<file path="config.mk">
export PLATFORM = sky130hd
export DESIGN_NAME = alu16_op_sequencer
export DESIGN_NICKNAME = d
export VERILOG_FILES = /design/src/rtl/alu16_pkg.sv /design/src/rtl/alu16_result_hold.sv /design/src/rtl/alu16_op_sequencer.sv
export SDC_FILE = /design/constraint.sdc
export NUM_CORES = 1
export LEC_CHECK = 0
export ABC_AREA = 0
export ABC_CLOCK_PERIOD_IN_PS = 3500
export CAP_MARGIN = 20
export CORE_MARGIN = 3
export CORE_UTILIZATION = 46
export CTS_BUF_LIST = sky130_fd_sc_hd__clkbuf_16
export DETAILED_ROUTE_END_ITERATION = 16
export HOLD_SLACK_MARGIN = 0.1
export PLACE_DENSITY = 0.86
export SYNTH_ARGS = -nofsm -noshare
export SYNTH_HDL_FRONTEND = slang
export SYNTH_SLANG_ARGS = --single-unit
export TNS_END_PERCENT = 5
</file>
<file path="constraint.sdc">
create_clock -name clk -period 3.5 [get_ports clk]
set_clock_uncertainty 0.05 [all_clocks]
set_input_delay 0.525 -clock clk [delete_from_list [all_inputs] [get_ports clk]]
set_output_delay 0.525 -clock clk [all_outputs]
set_load 0.01 [all_outputs]
</file>
<file path="src/rtl/alu16_pkg.sv">
// Shared widths, opcodes, sequencer state encoding and the captured-result payload
// for the ALU16 issue/capture wrapper.
package alu16_pkg;

   localparam int unsigned WIDTH   = 16;
   localparam int unsigned CTRL_W  = 4;
   localparam int unsigned NUM_OPS = 8;

   localparam logic [CTRL_W-1:0] OP_AND  = 4'd0;
   localparam logic [CTRL_W-1:0] OP_OR   = 4'd1;
   localparam logic [CTRL_W-1:0] OP_ADD  = 4'd2;
   localparam logic [CTRL_W-1:0] OP_SUB  = 4'd3;
   localparam logic [CTRL_W-1:0] OP_NOTA = 4'd4;
   localparam logic [CTRL_W-1:0] OP_NOTB = 4'd5;
   localparam logic [CTRL_W-1:0] OP_INC  = 4'd6;
   localparam logic [CTRL_W-1:0] OP_DEC  = 4'd7;

   typedef enum logic [1:0] {
      IDLE = 2'd0,
      EXEC = 2'd1,
      HOLD = 2'd2
   } state_t;

   typedef struct packed {
      logic [WIDTH-1:0] s;
      logic             overflow;
      logic             zero;
      logic             illegal;
   } result_t;

   function automatic logic is_legal(input logic [CTRL_W-1:0] op);
      return 32'(op) < NUM_OPS;
   endfunction

endpackage

</file>
<file path="src/rtl/alu16_result_hold.sv">
// Result side of the sequencer: holds the captured result until consumed, and keeps
// the sticky overflow flag and the consumed-op counter.
module alu16_result_hold
   import alu16_pkg::*;
#(
   parameter int unsigned CNT_W = 16
)
(
   input  logic             clk,
   input  logic             rst,
   input  logic             capture,
   input  result_t          res,
   input  logic             out_ready,
   input  logic             clr_sticky,
   output logic             out_valid,
   output logic [WIDTH-1:0] out_s,
   output logic             out_overflow,
   output logic             out_zero,
   output logic             out_illegal,
   output logic             sticky_ovf,
   output logic [CNT_W-1:0] op_count
);

   logic consume;

   assign consume = out_valid && out_ready;

   always_ff @(posedge clk or posedge rst) begin
      if (rst) begin
         out_valid    <= 1'b0;
         out_s        <= '0;
         out_overflow <= 1'b0;
         out_zero     <= 1'b0;
         out_illegal  <= 1'b0;
         sticky_ovf   <= 1'b0;
         op_count     <= '0;
      end else begin
         if (capture) begin
            out_valid    <= 1'b1;
            out_s        <= res.s;
            out_overflow <= res.overflow;
            out_zero     <= res.zero;
            out_illegal  <= res.illegal;
         end else if (consume) begin
            out_valid <= 1'b0;
         end
         if (consume) begin
            op_count <= op_count + CNT_W'(1);
         end
         // A consumed overflow beats a simultaneous clear.
         if (consume && out_overflow) begin
            sticky_ovf <= 1'b1;
         end else if (clr_sticky) begin
            sticky_ovf <= 1'b0;
         end
      end
   end

endmodule

</file>
<file path="src/rtl/alu16_op_sequencer.sv">
// Issue/capture stage around ALU16: accepts one op per handshake, drives registered
// operands to the ALU, and captures its outputs one cycle later.
module alu16_op_sequencer
   import alu16_pkg::*;
#(
   parameter int unsigned CNT_W = 16
)
(
   input  logic              clk,
   input  logic              rst,
   input  logic              in_valid,
   output logic              in_ready,
   input  logic [WIDTH-1:0]  in_a,
   input  logic [WIDTH-1:0]  in_b,
   input  logic [CTRL_W-1:0] in_ctrl,
   output logic [WIDTH-1:0]  alu_a,
   output logic [WIDTH-1:0]  alu_b,
   output logic [CTRL_W-1:0] alu_ctrl,
   input  logic [WIDTH-1:0]  alu_s,
   input  logic              alu_overflow,
   input  logic              alu_zero,
   output logic              out_valid,
   input  logic              out_ready,
   output logic [WIDTH-1:0]  out_s,
   output logic              out_overflow,
   output logic              out_zero,
   output logic              out_illegal,
   output logic              sticky_ovf,
   input  logic              clr_sticky,
   output logic [CNT_W-1:0]  op_count
);

   state_t  state, state_nxt;
   logic    accept;
   result_t res;

   assign in_ready = (state == IDLE) || ((state == HOLD) && out_ready);
   assign accept   = in_valid && in_ready;

   always_ff @(posedge clk or posedge rst) begin
      if (rst) begin
         state <= IDLE;
      end else begin
         state <= state_nxt;
      end
   end

   always_comb begin
      state_nxt = state;
      case (state)
         IDLE: if (accept) state_nxt = EXEC;
         EXEC: state_nxt = HOLD;
         HOLD: if (out_ready) state_nxt = accept ? EXEC : IDLE;
         default: state_nxt = IDLE;
      endcase
   end

   // Operands only move on an accept edge, so the ALU sees stable inputs otherwise.
   always_ff @(posedge clk or posedge rst) begin
      if (rst) begin
         alu_a    <= '0;
         alu_b    <= '0;
         alu_ctrl <= '0;
      end else if (accept) begin
         alu_a    <= in_a;
         alu_b    <= in_b;
         alu_ctrl <= in_ctrl;
      end
   end

   always_comb begin
      res.s        = alu_s;
      res.overflow = alu_overflow;
      res.zero     = alu_zero;
      res.illegal  = 1'b0;
      if (!is_legal(alu_ctrl)) begin
         res.s        = '0;
         res.overflow = 1'b0;
         res.zero     = 1'b0;
         res.illegal  = 1'b1;
      end
   end

   alu16_result_hold #(.CNT_W(CNT_W)) u_hold (
      .clk          (clk),
      .rst          (rst),
      .capture      (state == EXEC),
      .res          (res),
      .out_ready    (out_ready),
      .clr_sticky   (clr_sticky),
      .out_valid    (out_valid),
      .out_s        (out_s),
      .out_overflow (out_overflow),
      .out_zero     (out_zero),
      .out_illegal  (out_illegal),
      .sticky_ovf   (sticky_ovf),
      .op_count     (op_count)
   );

endmodule

</file>
==> results.tsv <==
stage	metric	value	unit
synthesis	synth.area.top_cells	dfrtp_1 (60%), mux2_4 (14%), nand2b_1 (4.0%), o21ai_0 (3.4%), mux2_2 (3.2%)	
synthesis	yosysSeqAreaShare	59.93	%
final_layout	drive_above_1_share	15.49	%
global_route	grt_pass1_wl	11450	um
setup_path	crit_arrival	1.95	ns
synthesis	ys_warn_count	0	
floorplan	start_util	48.49	%
sta	final.setup.tns	0	ns
setup_path	cp-end-kind	output pin	
synthesis	synth_ff_type	dfrtp_1	
floorplan	die_h	88.51	um
sta	rsz0062_at_grt	false	
pwr	cellLeakagePower	0.002122	uW
synthesis	synthDominantCellAreaShare	59.93	%
outcome	status	finished, final reports clean	
place	dp.cells	429	
synthesis	synthTopCellsByCount	dfrtp_1 (75), mux2_4 (29), nand2_1 (22)	
pwr	worst_ir_drop_vdd	0.0004353	V
synthesis	synth_seq_cells	75	
synthesis	async_flop_share	100.0	%
pwr	power	3323	uW
sta	period_share	72.22	%
min_path	worstHoldPathType	reg2reg	
setup_path	cp-start-kind	primary input	
sta	fin_crit	2.528	ns
sta	fmaxAchievable	0.3956	GHz
setup_path	cp.buffers_inverters	2	
setup_path	slowest_delay	0.57	ns
place	port_buffers	132	
setup_path	critPathCapture	in_ready	
setup_path	rrSetupSlack	1.73	ns
floorplan	rows	29	
clock_network	post-cts-setup-buffer-count	0	
flow_run	drv_cap	0	
final_layout	syn_to_final_growth	53.30	%
sta	report.final.slew_viol_count	0	
synthesis	synthCells	230	
synthesis	synth_nets	290	
clock_network	htreeDepth	3	
floorplan	core	0.006459	mm^2
synthesis	synth-edff-count	0	
global_route	grt_max_degree	40	
global_route	overflow	0	
place	dp_hpwl	5070	um
synthesis	yosysTopAreaCell	dfrtp_1	
setup_path	r2r_end	alu_a[12]	
clock_network	clock_latency	0.32	ns
synthesis	synthMostInstantiatedCell	dfrtp_1	
clock_network	clock_path_buffers	2	
drt	dr.pass1.iters	4	
drt	wire_per_inst	15.91	um
place	gp_congestion	0.7115	
clock_network	cts.root.buffer_cell	clkbuf_16	
sta	maxSlewHeadroom	46.54	%
sta	max_slew.worst_pin.slew	0.8007	ns
drt	drt-total-wl	7078	um
synthesis	synth_area_per_cell	13.62	um^2
global_route	grt_pass1_vias	2306	
sta	setup-violations-final	0	
setup_path	crit_family	buffers and inverters	
sta	finalHoldViolCount	0	
clock_network	cts_buffers	9	
setup_path	worstPathRequired	2.92	ns
setup_path	crit_top_cell	clkdlybuf4s50_1	
drt	via_per_inst	4.876	
setup_path	critical_path.startpoint	out_ready	
setup_path	path_cells	clkdlybuf4s50_1 > nand2b_1 > nor2b_4 > clkdlybuf4s50_1	
pwr	powerDensity	692.2	mW/mm^2
final_layout	nets	424	
floorplan	die_x	88.51	um
clock_network	cts_hold_buf	0	
setup_path	worstSetupPathType	in2out	
global_route	grt_usage	19.00	%
clock_network	cts_tree	yes	
setup_path	cp_slowest_cell	clkdlybuf4s50_1	
setup_path	r2r_start	state[1]	
final_layout	num-fill-cells	434	
clock_network	cts.clk_slew.worst_paths	0.06	ns
setup_path	path_depth	4	
global_route	antenna_found_initial	0	
floorplan	io_pins	133	
synthesis	ys_types	22	
setup_path	ff2ff_path_depth	4	
clock_network	ctsResizeCount	0	
setup_path	crit_fanout	6	
clock_network	clock_sinks	75	
final_layout	final_cells	445	
final_layout	num_antenna_cells	0	
synthesis	syn-cell-area	0.003132	mm^2
drt	drc	0	
floorplan	die_area	0.007834	mm^2
drt	drt-initial-drc-count	52	
drt	detail-route-antenna-nets	0	
drt	via_count	2170	
-- registers in the layout, indices dropped and copies added, names as in the netlist --
name	flops
alu_a	16
alu_b	16
alu_ctrl	4
state	2
u_hold.op_count	16
u_hold.out_illegal	1
u_hold.out_overflow	1
u_hold.out_s	16
u_hold.out_valid	1
u_hold.out_zero	1
u_hold.sticky_ovf	1
-- stage by stage --
| step | hold slack, ns | setup slack (ns) | cell area, um^2 | utilization (%) |
|---|---|---|---|---|
| after global routing | 0.4549 | 0.8815 | 4801 | 74.33 |
| after global placement | 0.4112 | 0.9672 | 4459 | 69.04 |
| after detailed placement | 0.4194 | 0.9232 | 4459 | 69.04 |
| after CTS | 0.4315 | 0.9757 | 4790 | 74.16 |
| final | 0.4276 | 0.9723 | 4801 | 74.33 |
| after floorplan | 0.4575 | 1.015 | 3132 | - |
-- kinds of logic (layout without fill, tap and decap cells) --
logic type | count (synthesis) | in the layout | synth area share (%)
simple gates | 64 | 64 | 10.87
xor+xnor | 15 | 15 | 4.195
mux | 38 | 38 | 17.14
fa+ha+maj | 1 | 1 | 0.3995
buf+inv | 16 | 154 | 4.115
compound gates | 21 | 21 | 3.356
flops | 75 | 75 | 59.93
-- routing by layer --
metal | up-vias | GRT usage (%) | wire [um]
li1 | 1033 | - | -
met1 | 1038 | 24.44 | 3039
met2 | 87 | 30.86 | 3455
met3 | 12 | 4.935 | 454
met4 | 0 | 7.418 | 127
met5 | - | 0 | 0
-- worst min path at each step --
stage	end	slack, ns	startpoint	cells past startpoint
floorplan	u_hold.op_count[15]	0.46	u_hold.op_count[15]	1
global placement	u_hold.out_s[3]	0.41	u_hold.out_s[3]	2
detailed placement	u_hold.out_s[13]	0.42	u_hold.out_s[13]	2
CTS	u_hold.out_s[8]	0.43	u_hold.out_s[8]	2
global route	u_hold.op_count[11]	0.45	u_hold.op_count[11]	1
finish	u_hold.op_count[15]	0.43	u_hold.op_count[15]	1
-- where the power goes --
part           switching (uW)  leakage, uW  internal, uW  total (uW)
Clock                     335     0.000157           687        1020
Combinational             379      0.00104           664        1040
Sequential                163     0.000927          1090        1260
Total                     877      0.00212          2450        3320
-- layout make-up --
type / instances / area [um^2] / share of cell area (%)
clock inverters: 6 / 105.1 / 2.189
repair buffers: 134 / 1353 / 28.17
well taps: 77 / 96.34 / 2.007
multi-input cells: 139 / 1126 / 23.46
inverters: 5 / 18.77 / 0.3909
flip-flops and latches: 75 / 1877 / 39.09
clock buffers: 9 / 225.2 / 4.691
-- cell usage in the layout, fill, tap and decap left out, types with 2 or more instances in the layout --
cell,instances
and3_1,4
bufinv_16,3
clkbuf_16,9
clkdlybuf4s50_1,132
clkinv_1,2
dfrtp_1,75
inv_1,4
mux2_2,9
mux2_4,29
nand2_1,22
nand2b_1,20
nand3_1,8
nor2_1,4
o21ai_0,21
xnor2_1,9
xor2_1,6
Power figures use the tool's default switching activity.
